`src/rtl/alu_seq.sv`:
```
// Handshaked sequential ALU: registered operands, FSM-sequenced execution, N/V/Z/C flags.
// Optional BCD adjust cycle is compiled in when DECIMAL_ADJ_EN is defined.
`timescale 1ns/1ps
module alu_seq #(
  parameter int WIDTH    = 8,
  parameter int OP_WIDTH = 4
) (
  input  logic                phi1,
  input  logic                reset,
  input  logic                start,
  input  logic [WIDTH-1:0]    a,
  input  logic [WIDTH-1:0]    b,
  input  logic [OP_WIDTH-1:0] func,
  input  logic                carry_in,
  input  logic                dec_mode,
  output logic [WIDTH-1:0]    result,
  output logic [3:0]          flags,
  output logic                busy,
  output logic                done,
  output logic                illegal
);

  typedef enum logic [1:0] {
    S_IDLE   = 2'd0,
    S_EXEC   = 2'd1,
`ifdef DECIMAL_ADJ_EN
    S_DECADJ = 2'd3,
`endif
    S_DONE   = 2'd2
  } state_t;

  localparam logic [OP_WIDTH-1:0] OP_SUM = OP_WIDTH'(0);
  localparam logic [OP_WIDTH-1:0] OP_SUB = OP_WIDTH'(1);
  localparam logic [OP_WIDTH-1:0] OP_AND = OP_WIDTH'(2);
  localparam logic [OP_WIDTH-1:0] OP_OR  = OP_WIDTH'(3);
  localparam logic [OP_WIDTH-1:0] OP_XOR = OP_WIDTH'(4);
  localparam logic [OP_WIDTH-1:0] OP_ASL = OP_WIDTH'(5);
  localparam logic [OP_WIDTH-1:0] OP_LSR = OP_WIDTH'(6);
  localparam logic [OP_WIDTH-1:0] OP_ROL = OP_WIDTH'(7);
  localparam logic [OP_WIDTH-1:0] OP_ROR = OP_WIDTH'(8);
  localparam logic [OP_WIDTH-1:0] OP_CMP = OP_WIDTH'(9);

  state_t              state;
  logic [WIDTH-1:0]    a_q, b_q;
  logic [OP_WIDTH-1:0] func_q;
  logic                cin_q;
  logic                accept;

  logic [WIDTH:0]      wide;
  logic [WIDTH-1:0]    bin_res;
  logic                bin_c, bin_v, bin_n, bin_z;
  logic                legal, writes_res, upd_c, upd_v;

  assign accept = start && (state == S_IDLE || state == S_DONE);

  // NOTE: operand latches carry no reset; they are only read after a capture, and leaving
  // them out of the reset path keeps reset fan-out to the control and output state.
  always_ff @(posedge phi1) begin
    if (accept) begin
      a_q    <= a;
      b_q    <= b;
      func_q <= func;
      cin_q  <= carry_in;
    end
  end

  // NOTE: every output of this block gets a default first so no path can infer a latch.
  always_comb begin
    wide       = '0;
    bin_res    = '0;
    bin_c      = 1'b0;
    bin_v      = 1'b0;
    legal      = 1'b1;
    writes_res = 1'b1;
    upd_c      = 1'b0;
    upd_v      = 1'b0;
    case (func_q)
      OP_SUM: begin
        wide  = {1'b0, a_q} + {1'b0, b_q} + (WIDTH+1)'(cin_q);
        bin_v = (a_q[WIDTH-1] == b_q[WIDTH-1]) && (wide[WIDTH-1] != a_q[WIDTH-1]);
        upd_c = 1'b1;
        upd_v = 1'b1;
      end
      OP_SUB: begin
        wide  = {1'b0, a_q} + {1'b0, ~b_q} + (WIDTH+1)'(cin_q);
        bin_v = (a_q[WIDTH-1] != b_q[WIDTH-1]) && (wide[WIDTH-1] != a_q[WIDTH-1]);
        upd_c = 1'b1;
        upd_v = 1'b1;
      end
      OP_AND: wide = {1'b0, a_q & b_q};
      OP_OR:  wide = {1'b0, a_q | b_q};
      OP_XOR: wide = {1'b0, a_q ^ b_q};
      OP_ASL: begin wide = {a_q, 1'b0};                     upd_c = 1'b1; end
      OP_LSR: begin wide = {a_q[0], 1'b0, a_q[WIDTH-1:1]};  upd_c = 1'b1; end
      OP_ROL: begin wide = {a_q, cin_q};                    upd_c = 1'b1; end
      OP_ROR: begin wide = {a_q[0], cin_q, a_q[WIDTH-1:1]}; upd_c = 1'b1; end
      OP_CMP: begin
        wide       = {1'b0, a_q} + {1'b0, ~b_q} + (WIDTH+1)'(1);
        writes_res = 1'b0;
        upd_c      = 1'b1;
      end
      default: begin
        legal      = 1'b0;
        writes_res = 1'b0;
      end
    endcase
    bin_res = wide[WIDTH-1:0];
    bin_c   = wide[WIDTH];
  end

  assign bin_n = bin_res[WIDTH-1];
  assign bin_z = (bin_res == '0);

`ifdef DECIMAL_ADJ_EN
  logic             dec_q, dec_op, dec_c, dec_cy;
  logic [4:0]       dec_nib;
  logic [WIDTH-1:0] dec_res;

  always_ff @(posedge phi1) begin
    if (accept) dec_q <= dec_mode;
  end

  assign dec_op = dec_q && (func_q == OP_SUM || func_q == OP_SUB);

  // Nibble chain: SUM carries on >9, SUB borrows on underflow; cy holds borrow for SUB.
  always_comb begin
    dec_res = '0;
    dec_nib = '0;
    dec_cy  = (func_q == OP_SUB) ? ~cin_q : cin_q;
    for (int i = 0; i < WIDTH/4; i++) begin
      if (func_q == OP_SUB) begin
        dec_nib = {1'b0, a_q[4*i +: 4]} - {1'b0, b_q[4*i +: 4]} - {4'b0, dec_cy};
        dec_cy  = dec_nib[4];
        if (dec_cy) dec_nib = dec_nib - 5'd6;
      end else begin
        dec_nib = {1'b0, a_q[4*i +: 4]} + {1'b0, b_q[4*i +: 4]} + {4'b0, dec_cy};
        dec_cy  = (dec_nib > 5'd9);
        if (dec_cy) dec_nib = dec_nib + 5'd6;
      end
      dec_res[4*i +: 4] = dec_nib[3:0];
    end
    dec_c = (func_q == OP_SUB) ? ~dec_cy : dec_cy;
  end
`else
  logic unused_dec_mode;
  assign unused_dec_mode = dec_mode;
`endif

  // NOTE: all sequential state uses non-blocking assignments so every register samples
  // pre-edge values regardless of statement order.
  always_ff @(posedge phi1) begin
    if (reset) begin
      state   <= S_IDLE;
      result  <= '0;
      flags   <= '0;
      busy    <= 1'b0;
      done    <= 1'b0;
      illegal <= 1'b0;
    end else begin
      done    <= 1'b0;
      illegal <= 1'b0;
      case (state)
        S_IDLE: if (accept) begin
          state <= S_EXEC;
          busy  <= 1'b1;
        end
        S_EXEC: begin
`ifdef DECIMAL_ADJ_EN
          if (dec_op) state <= S_DECADJ;
          else
`endif
          begin
            if (writes_res) result <= bin_res;
            if (legal) begin
              flags[3] <= bin_n;
              flags[1] <= bin_z;
            end
            if (upd_v) flags[2] <= bin_v;
            if (upd_c) flags[0] <= bin_c;
            illegal <= ~legal;
            done    <= 1'b1;
            busy    <= 1'b0;
            state   <= S_DONE;
          end
        end
`ifdef DECIMAL_ADJ_EN
        S_DECADJ: begin
          // N/V/Z come from the binary intermediate, C from the decimal chain.
          result <= dec_res;
          flags  <= {bin_n, bin_v, bin_z, dec_c};
          done   <= 1'b1;
          busy   <= 1'b0;
          state  <= S_DONE;
        end
`endif
        S_DONE: begin
          if (accept) begin
            state <= S_EXEC;
            busy  <= 1'b1;
          end else begin
            state <= S_IDLE;
          end
        end
        default: state <= S_IDLE;
      endcase
    end
  end

endmodule

```
`config.mk`:
```
export PLATFORM = sky130hd
export DESIGN_NAME = alu_seq
export DESIGN_NICKNAME = d
export VERILOG_FILES = /design/src/rtl/alu_seq.sv
export SDC_FILE = /design/constraint.sdc
export NUM_CORES = 1
export LEC_CHECK = 0
export CAP_MARGIN = 20
export CORE_AREA = 2 2 82 84
export DETAILED_ROUTE_END_ITERATION = 7
export DIE_AREA = 0 0 84 86
export PLACE_DENSITY = 0.86
export RECOVER_POWER = 50
export SYNTH_ARGS = -nofsm -noshare
export SYNTH_HDL_FRONTEND = slang
export SYNTH_SLANG_ARGS = --single-unit
```
`constraint.sdc`:
```
create_clock -name phi1 -period 2.75 [get_ports phi1]
set_input_delay 0.55 -clock phi1 [delete_from_list [all_inputs] [get_ports phi1]]
set_output_delay 0.55 -clock phi1 [all_outputs]
set_load 0.01 [all_outputs]
```
After elaboration in Yosys (flattened, before gate mapping):

Cells that the tools add are included.

* register bits after elaboration: 38
* latch bits: 0
* RAM bits: 0
* memory bits (read-only): 0
* input port bits: 25
* memories: 0
* logic and storage cells: 71

* divide/modulo/power cells: 0
* $lt $le $gt $ge: 0
* eq/ne operators: 17
* shifts and indexed selects: 0
* multipliers: 0
* $add $sub $neg: 5
* bitwise gates (word level): 6
* reduce and logical (&&, ||, !) cells: 19
* muxes and demuxes: 12

Operator list (number)
* 9-bit case mux with 10 select lines: 1
* 8-bit by 8-bit adder with 9-bit output: 2
* 9-bit by 1-bit adder with 9-bit output: 2
* 4-bit by 3-bit equality test with 1-bit output (second input constant): 4
* 2-bit AND reduction: 5
* 10-bit OR reduction: 1
* 9-bit by 1-bit adder with 9-bit output (second input constant): 1
* 9-bit OR reduction: 1
* 8-bit AND: 1
* 4-bit by 2-bit equality test with 1-bit output (second input constant): 2
* 4-bit equality test (second input constant): 2
* 8-bit logical NOT: 1
* 8-bit NOT: 1
* 8-bit OR: 1
* 8-bit XOR: 1
* 1-bit 2-to-1 mux: 7
* 7-bit OR reduction: 1
* 2-bit case mux with 3 select lines: 1
* 2-bit OR reduction: 3
* 4-bit by 1-bit equality test with 1-bit output (second input constant): 1
* 4-bit logical NOT: 1
* 1-bit case mux with 2 select lines: 2
* 1-bit logical AND: 3
* 1-bit inequality test: 3
* 10 further kinds: 11

Depth between registers and ports, before layout:

* word-level depth: 6
* mapped depth: 13
* depth with buffers taken out: 13

Worst setup path before layout:

No wires, ideal clock.

* kind: flip-flop to flip-flop
* from: register a_q[0]
* to: register flags[1]
* slack: 40 ps
* period minus slack after synthesis: 2710 ps
* data required time: 2681 ps
* path buffers: 0
* cell stages (with the launch flop): 12
* arrival time: 2641 ps
* cell sequence: edfxtp_1 -> ha_1 -> fa_1 -> ha_1 -> mux2_2 -> a21oi_1 -> o221ai_1 -> a22oi_1 -> nand4_1 -> nor4_1 -> o2111ai_1 -> o21ai_1

* longest elaborated chain between the ends: 4
* elaborated cells between the ends (all ways): 10

Ends and longest elaborated chain
* from (decl): line 44 `logic [WIDTH-1:0] a_q, b_q;`
* from (signal assigned): line 60 `a_q <= a;`
* 8-bit by 8-bit adder with 9-bit output (on tied branches): line 85, 98, 79
* 9-bit by 1-bit adder with 9-bit output (on tied branches): line 98, 79, 85
* 9-bit case mux with 10 select lines *: line 77 `case (func_q)`
* 8-bit logical NOT *: line 112 `assign bin_z = (bin_res == '0);`
* to (signal assigned): line 176 `flags[1] <= bin_z;`
* to (decl): line 17 `output logic [3:0] flags,`

Mark *: on every way between the ends. The rest lies on a longest branch, timed or not.
A chain may end at the register's enable or synchronous reset.

Worst setup path after layout:

* from: register b_q[0]
* to: register flags[1]

* longest elaborated chain between the ends: 5
* elaborated cells between the ends (all ways): 11

Ends and longest elaborated chain
* from (decl): line 44
* from (signal assigned): line 61 `b_q <= b;`
* 8-bit NOT: line 85, 98
* 8-bit by 8-bit adder with 9-bit output: line 85, 98
* 9-bit by 1-bit adder with 9-bit output (on tied branches): line 98, 85
* 9-bit case mux with 10 select lines *: line 77
* 8-bit logical NOT *: line 112

Marked as above.

==> qor.csv <==
stage,metric,value,unit
floorplanning,die_w,84,um
power_and_ir_drop,pwr-share-comb,38.6,%
power_and_ir_drop,p_seq_share,34.4,%
critical_path,crit_type,reg2reg,
timing,setup_tns,-0.177,ns
synth,syn-mean-instance-area,8.74,sq um
timing,rsz0062_at_grt,true,
power_and_ir_drop,cellLeakagePower,1.71,nW
timing,fin_crit_sh,105,%
timing,setup_ws,-0.125,ns
synth,mappedNetlistArea,3170,sq um
synth,yosys_warnings,0,
placed_design,placed_cell_area,3890,sq um
placed_design,gp_congestion,0.965,
floorplanning,start_util,50.6,%
final_layout,antennaDiodeCount,0,
synth,async_reset_ff_share,0,%
timing,setup_viol,3,
routing,finalWirelength,9.30,mm
final_layout,fill_cells,480,
global_route,grt_max_degree,26,
routing,drt_first_pass_iters,6,
placed_design,dp_hpwl,6.37,mm
min_path,holdCritStartpoint,result[2],
clock_tree,path_clk_slew,0.08,ns
timing,fin_crit,2.88,ns
final_layout,final_nets,500,
placed_design,placed_cells,502,
synth,ys.flop_type,edfxtp_1,
clock_tree,cts_tree,done,
synth,synth_cell_type_count,62,
critical_path,timing.rr.start,b_q[0],
run_status,status,"finished, violations left",
power_and_ir_drop,intPower,1.28,mW
critical_path,crit_fanout,4,
clock_tree,htree_levels,2,
synth,synth_cells,363,
floorplanning,die_h,86,um
critical_path,crit_path_start_kind,register,
final_layout,drive_gt1_share,25.1,%
power_and_ir_drop,clkPwrFrac,26.9,%
global_route,grt_overflow,0,
critical_path,crit_arrival,3.11,ns
clock_tree,cts_max_path_buffers,2,
synth,synth_nets,418,
critical_path,critPathLaunch,b_q[0],
synth,seq_area_frac_synth,30.6,%
power_and_ir_drop,swShare,33.4,%
global_route,antenna_found_initial,0,
placed_design,port_buffers,38,
timing,fin_skew,0.00611,ns
min_path,hold_path_class,reg2reg,
timing,max_freq,0.348,GHz
clock_tree,cts_buffers,5,
run_status,failed_checks,setup timing,
global_route,grt_pass1_wl,13.8,mm
timing,worst_pin_slew,1.22,ns
floorplanning,io_pins,40,
final_layout,design_area,4320,sq um
floorplanning,die_area,7220,sq um
clock_tree,insertion_delay,0.30,ns
clock_tree,cts_sinks,38,
final_layout,syn_to_final_growth,35.9,%
routing,routed_via_density,6.12,
clock_tree,hold_buffers,0,
synth,synth_seq_cells,38,
critical_path,required,2.98,ns
final_layout,final_cells,523,
flow_run,max_cap_violations,0,
routing,drt_iter0_markers,320,
routing,drcViolationCount,0,
global_route,track_usage,23.7,%
synth,synth_edf_count,21,
routing,dr_total_vias,3203,
power_and_ir_drop,power_density,446,nW/um^2
timing,maxSlewHeadroom,18.4,%
critical_path,end_kind,register,
power_and_ir_drop,vdd_drop_max,0.000392,V
clock_tree,cts_root_buf,clkbuf_8,
routing,wire_per_inst,17.8,um
floorplanning,core_area,6280,sq um
floorplanning,core.rowCount,29,
timing,drv_slew,0,
timing,hold_viol,0,
global_route,grt_pass1_vias,2972,
routing,ant_nets,0,
power_and_ir_drop,p_switching,644,uW
[timing repair]
item	4_1_cts	5_1_grt
buffers inserted	4	9
pin swaps	13	22
setup endpoints to repair	6	9
gates resized for setup	15	31
[layer usage]
metal / global-route usage [%] / wire [um] / share of wire (%)
met5: 0 / 0 / 0
met4: 9.38 / 355 / 3.8
met3: 4.14 / 801 / 8.6
met2: 42.2 / 4580 / 49
met1: 28.6 / 3560 / 38
[registers in the layout (all words and copies together) (netlist names)]
register,count
flags,4
done,1
result,8
busy,1
func_q,4
cin_q,1
a_q,8
illegal,1
b_q,8
state,2
[final timing paths]
check              endpoint  slack [ns]  depth (start not counted)
setup / recovery   flags[1]       -0.13                         12
hold / removal    result[2]        0.50                          2
setup reg to reg   flags[1]       -0.13                         12
hold reg to reg   result[2]        0.50                          2
[layout by cell type (no fill, tap or decap), drive strengths merged, types with 3 or more instances in the layout]
master / instances
a31oi: 8
nand3b: 4
nand4b: 3
o221ai: 4
or2: 4
o21ai: 11
nand2b: 12
nand4: 3
inv: 29
clkdlybuf4s50: 15
o21a: 4
edfxtp: 21
a211oi: 9
buf: 53
clkbuf: 9
a21oi: 22
a22oi: 5
nor2: 30
dfxtp: 17
dlygate4sd3: 23
o22ai: 3
xnor2: 13
fa: 3
mux2i: 4
a32oi: 3
and3: 3
ha: 27
nor2b: 10
nor3: 21
nand3: 9
a221oi: 3
and2: 3
nor3b: 5
nand2: 14
a211o: 4
xor2: 7
[layout make-up]
cell class | instances | area (sq um) | share of cell area, %
tap | 77 | 96.3 | 2.23
timing repair buffer | 93 | 786 | 18.2
multi-input combinational | 278 | 2230 | 51.6
inverter | 29 | 109 | 2.52
clock buffer | 7 | 119 | 2.75
sequential | 38 | 971 | 22.5
clock inverter | 1 | 8.76 | 0.203
[stage by stage]
stage,util [%],worst slack (ns),hold slack [ns],power (mW)
2_1_floorplan,-,0.0396,0.500,1.06
3_3_place_gp,61.9,-0.108,0.473,1.27
3_5_place_dp,61.9,-0.235,0.495,1.29
4_1_cts,65.6,-0.118,0.506,1.85
5_1_grt,68.7,-0.255,0.522,2.01
6_report,68.7,-0.125,0.501,1.92
[synthesized netlist by cell type, types with 4 or more instances]
| master | n | area [sq um] |
|---|---|---|
| o21ai_0 | 10 | 50.1 |
| nand3_1 | 9 | 45.0 |
| buf_2 | 6 | 30.0 |
| ha_1 | 27 | 338 |
| nand2b_1 | 12 | 75.1 |
| nor3b_1 | 5 | 37.5 |
| inv_1 | 29 | 109 |
| xnor2_1 | 11 | 96.3 |
| clkbuf_1 | 9 | 33.8 |
| edfxtp_1 | 21 | 631 |
| a211oi_1 | 7 | 52.6 |
| xor2_1 | 7 | 61.3 |
| a211o_1 | 4 | 35.0 |
| nor3_1 | 20 | 100 |
| o21a_1 | 4 | 30.0 |
| dfxtp_1 | 17 | 340 |
| nor2_1 | 30 | 113 |
| nand2_1 | 14 | 52.6 |
| o221ai_1 | 4 | 35.0 |
| nand3b_1 | 4 | 30.0 |
| nor2b_1 | 9 | 56.3 |
| a22oi_1 | 5 | 37.5 |
| mux2i_1 | 4 | 40.0 |
| a21oi_1 | 21 | 105 |
| a31oi_1 | 8 | 50.1 |
[power groups by stage]
stage	Clock [mW]	Sequential [mW]	Combinational (mW)
4_1_cts	0.528	0.661	0.658
3_5_place_dp	0	0.674	0.617
5_1_grt	0.546	0.666	0.795
2_1_floorplan	0	0.670	0.388
3_3_place_gp	0	0.671	0.600
6_report	0.518	0.662	0.744
[logic make-up after synthesis]
| kind of cell | count (synthesis) | share of synthesized area [%] |
|---|---|---|
| AND/OR/NAND/NOR | 127 | 21.6 |
| XOR/XNOR | 20 | 5.99 |
| buffers and inverters | 47 | 6.03 |
| AO/OA/AOI/OAI | 95 | 21.3 |
| multiplexers | 6 | 1.97 |
| flip-flops | 38 | 30.6 |
| adder cells (fa/ha/maj) | 30 | 12.5 |
[critical path, stage by stage (launching register included)]
cell and delay (ns):
edfxtp_1 0.42, inv_2 0.10, ha_4 0.14, fa_2 0.46, ha_1 0.30, mux2_4 0.27, a21oi_2 0.15, o221ai_2 0.12
a22oi_2 0.21, nand4_1 0.15, nor4_2 0.16, o2111ai_1 0.15, o21ai_1 0.17
Power figures use the tool's default switching activity.
==> patch, RTL diff (same settings) <==
`OP_WIDTH`: 4 -> 3.
--- a/src/rtl/alu_seq.sv
+++ b/src/rtl/alu_seq.sv
@@ -3,7 +3,7 @@
 `timescale 1ns/1ps
 module alu_seq #(
   parameter int WIDTH    = 8,
-  parameter int OP_WIDTH = 4
+  parameter int OP_WIDTH = 3
 ) (
   input  logic                phi1,
   input  logic                reset,
Ports: changed (resized func); port bits go from 40 to 39. The function was not compared with the original's and may differ.
==> patch against the unedited design <==
Area after synthesis shrank 16%; worst hold slack worse by 0.028 ns; largest cell class unchanged; sequential cell count fell by 3; critical path depth shrank 2; power is 23% lower; setup slack improved by 0.25 ns; core utilization shrank 16 points; cell count decreased by 21%; routed wire length fell by 35%; critical path type unchanged; clock skew is essentially flat; cell area fell by 24%.
==> patch: results (changes against the unedited design) <==
* Run status: finished, final reports clean (was complete, but fails checks)
* Nets in the synthesized netlist: 339 (was 418)
* Portion of netlist area occupied by mux cells: 0.0187 (was 0.0197)
- Total GRT Usage: 0.169 (was 0.237)
* Post-synthesis cell count: 288 (was 363)
- Final nets: 386 (was 500)
- The met1 usage is 0.208 (was 0.286).
- The number of input and output port buffers inserted is 36 (was 38).
- Worst path slowest cell: edfxtp_1 (was fa_2)
- Reported leakage power: 0.00135 uW (was 0.00171 uW)
- Nonclk buf count: 57 (was 93)
* Number of DRC markers after the initial detailed-route iteration: 252 (was 320)
* Number of multi-input combinational cells: 208 (was 278)
- The total of clock buffers placed in the layout came to 6 (was 7).
- The largest net degree at the start of global routing was 24 (was 26).
* Largest fanout on the critical path: 3 (was 4)
- The initial antenna violation count came to 0 (unchanged).
* Adder-Cell Fraction of Synth Area: 0.138 (was 0.125)
- The number of non-clock inverters came to 28 (was 29).
* Met3 Usage GRT: 0.0308 (was 0.0414)
- Maximum clock path buffer count: 2 (unchanged)
* M2 GR Usage: 0.291 (was 0.422)
- Share of final-layout standard cells stronger than drive strength 1: 0.158 (was 0.251)
- Portion of the post-synthesis area used by sequential elements: 0.337 (was 0.306)
* Fillers: 583 (was 480)
* Post-placement cell count: 402 (was 502)
- The number of iterations in the first detailed-routing pass is 4 (was 6).
- The XOR/XNOR share of the synthesized area came to 0.0197 (was 0.0599).
- Vias in the first global route: 2051 (was 2972)
- The transition time of the tightest slew-check pin came to 1.31 ns (was 1.22 ns).
- Compound-Gate Fraction of Synth Area: 0.221 (was 0.213)
- The non-clock buffer contribution to total cell area is 0.156 (was 0.182).
* Clock sink count: 35 (was 38)
* Via density per instance: 5.33 (was 6.12)
- List of most frequent post-synthesis cells: 28 x inv_1, 26 x nor2_1, 24 x a21oi_1 (was 30 x nor2_1, 29 x inv_1, 27 x ha_1).
- Main area contributors after synthesis: edfxtp_1 22%, dfxtp_1 11%, ha_1 11%, a21oi_1 4.5%, inv_1 3.9% (was edfxtp_1 20%, dfxtp_1 11%, ha_1 11%, nor2_1 3.5%, inv_1 3.4%).
- The half-perimeter wire length after detailed placement was 4440 um (was 6370 um).
- Register area: 901 sq um (was 971 sq um)
* Wire length of the first global-routing pass: 9610 um (was 13800 um)
- Registers with the most flip-flops: a_q (8), b_q (8), result (8) (unchanged)
- The routed wire length came to 6080 um (was 9300 um).
* Last weighted congestion value of the routability-driven placer: 0.936 (was 0.965)
- Maximum ir drop on the vdd rail: 0.235 mV (was 0.392 mV)
- Largest stage delay on the critical path: between 0.4 and 0.5 ns
* Routed WL per cell: 14.7 um (was 17.8 um)
* Clock root buffer master: clkbuf_8 (unchanged)
* Multi-input gate area in the final layout: 1570 sq um (was 2230 sq um)
- The kind of path behind the tightest hold check is register to register (unchanged).
- Worst Path Arrival: 2.85 ns (was 3.11 ns)
* Number of flops mapped to enable cells by yosys: 20 (was 21)
- Clock tree cell share of total cell area: 0.0326 (was 0.0296)
* Number of buffers created by CTS: 5 (unchanged)
- Clock skew: 0.00615 ns (was 0.00611 ns)
patch: cell count changes in the layout (fill, tap and decap cells not counted), moves of 5 or more:
cell | before | now
xnor2_1 | 9 | 3
xor2_1 | 7 | 2
a31oi_1 | 8 | 3
nand2_1 | 12 | 19
buf_4 | 53 | 20
nand3_1 | 9 | 1
nor3_1 | 18 | 6
a21oi_1 | 17 | 23
patch: report_power, final:
group	total (uW)	leakage [uW]	internal, uW	switching (uW)
Combinational	435	0.000983	203	232
Sequential	610	0.000315	587	22.7
Clock	441	0.0000563	233	208
patch: timing repair:
item / CTS / global route
pin swaps: 0 / 8
cloned: 0 / 0
hold endpoints to repair: 0 / 0
gates resized for setup: 2 / 13
setup endpoints to repair: 2 / 3
buffers inserted: 0 / 3
patch: through the flow:
stage	total power [uW]	setup TNS [ns]	setup WS, ns	instance area (sq um)	hold WS, ns
floorplan	905	0	0.112	2670	0.481
global placement	1010	-0.0137	-0.0137	3110	0.441
detailed placement	1030	-0.0620	-0.0465	3110	0.459
CTS	1480	0	0.000443	3230	0.477
global route	1570	-0.0200	-0.0125	3300	0.506
finish	1490	0	0.123	3300	0.473
patch: worst paths after layout:
path / startpoint / end / slack, ns / cells past startpoint
setup / recovery: b_q[0] / flags[1] / 0.12 / 10
setup reg to reg: b_q[0] / flags[1] / 0.12 / 10
hold reg to reg: flags[1] / flags[1] / 0.47 / 2
hold / removal: flags[1] / flags[1] / 0.47 / 2
patch: critical path, delay by kind of cell (launching register included):
family,cells,cell delay [ns]
xor+xnor,1,0.13
simple gates,2,0.25
compound gates,4,0.78
buf+inv,1,0.15
flops,1,0.45
fa+ha+maj,2,0.79
patch: per-layer routing:
layer / vias up / routed length, um
li1: 1105 / -
met1: 1022 / 2620
met2: 68 / 3020
met3: 8 / 351
met4: 0 / 93
met5: - / 0
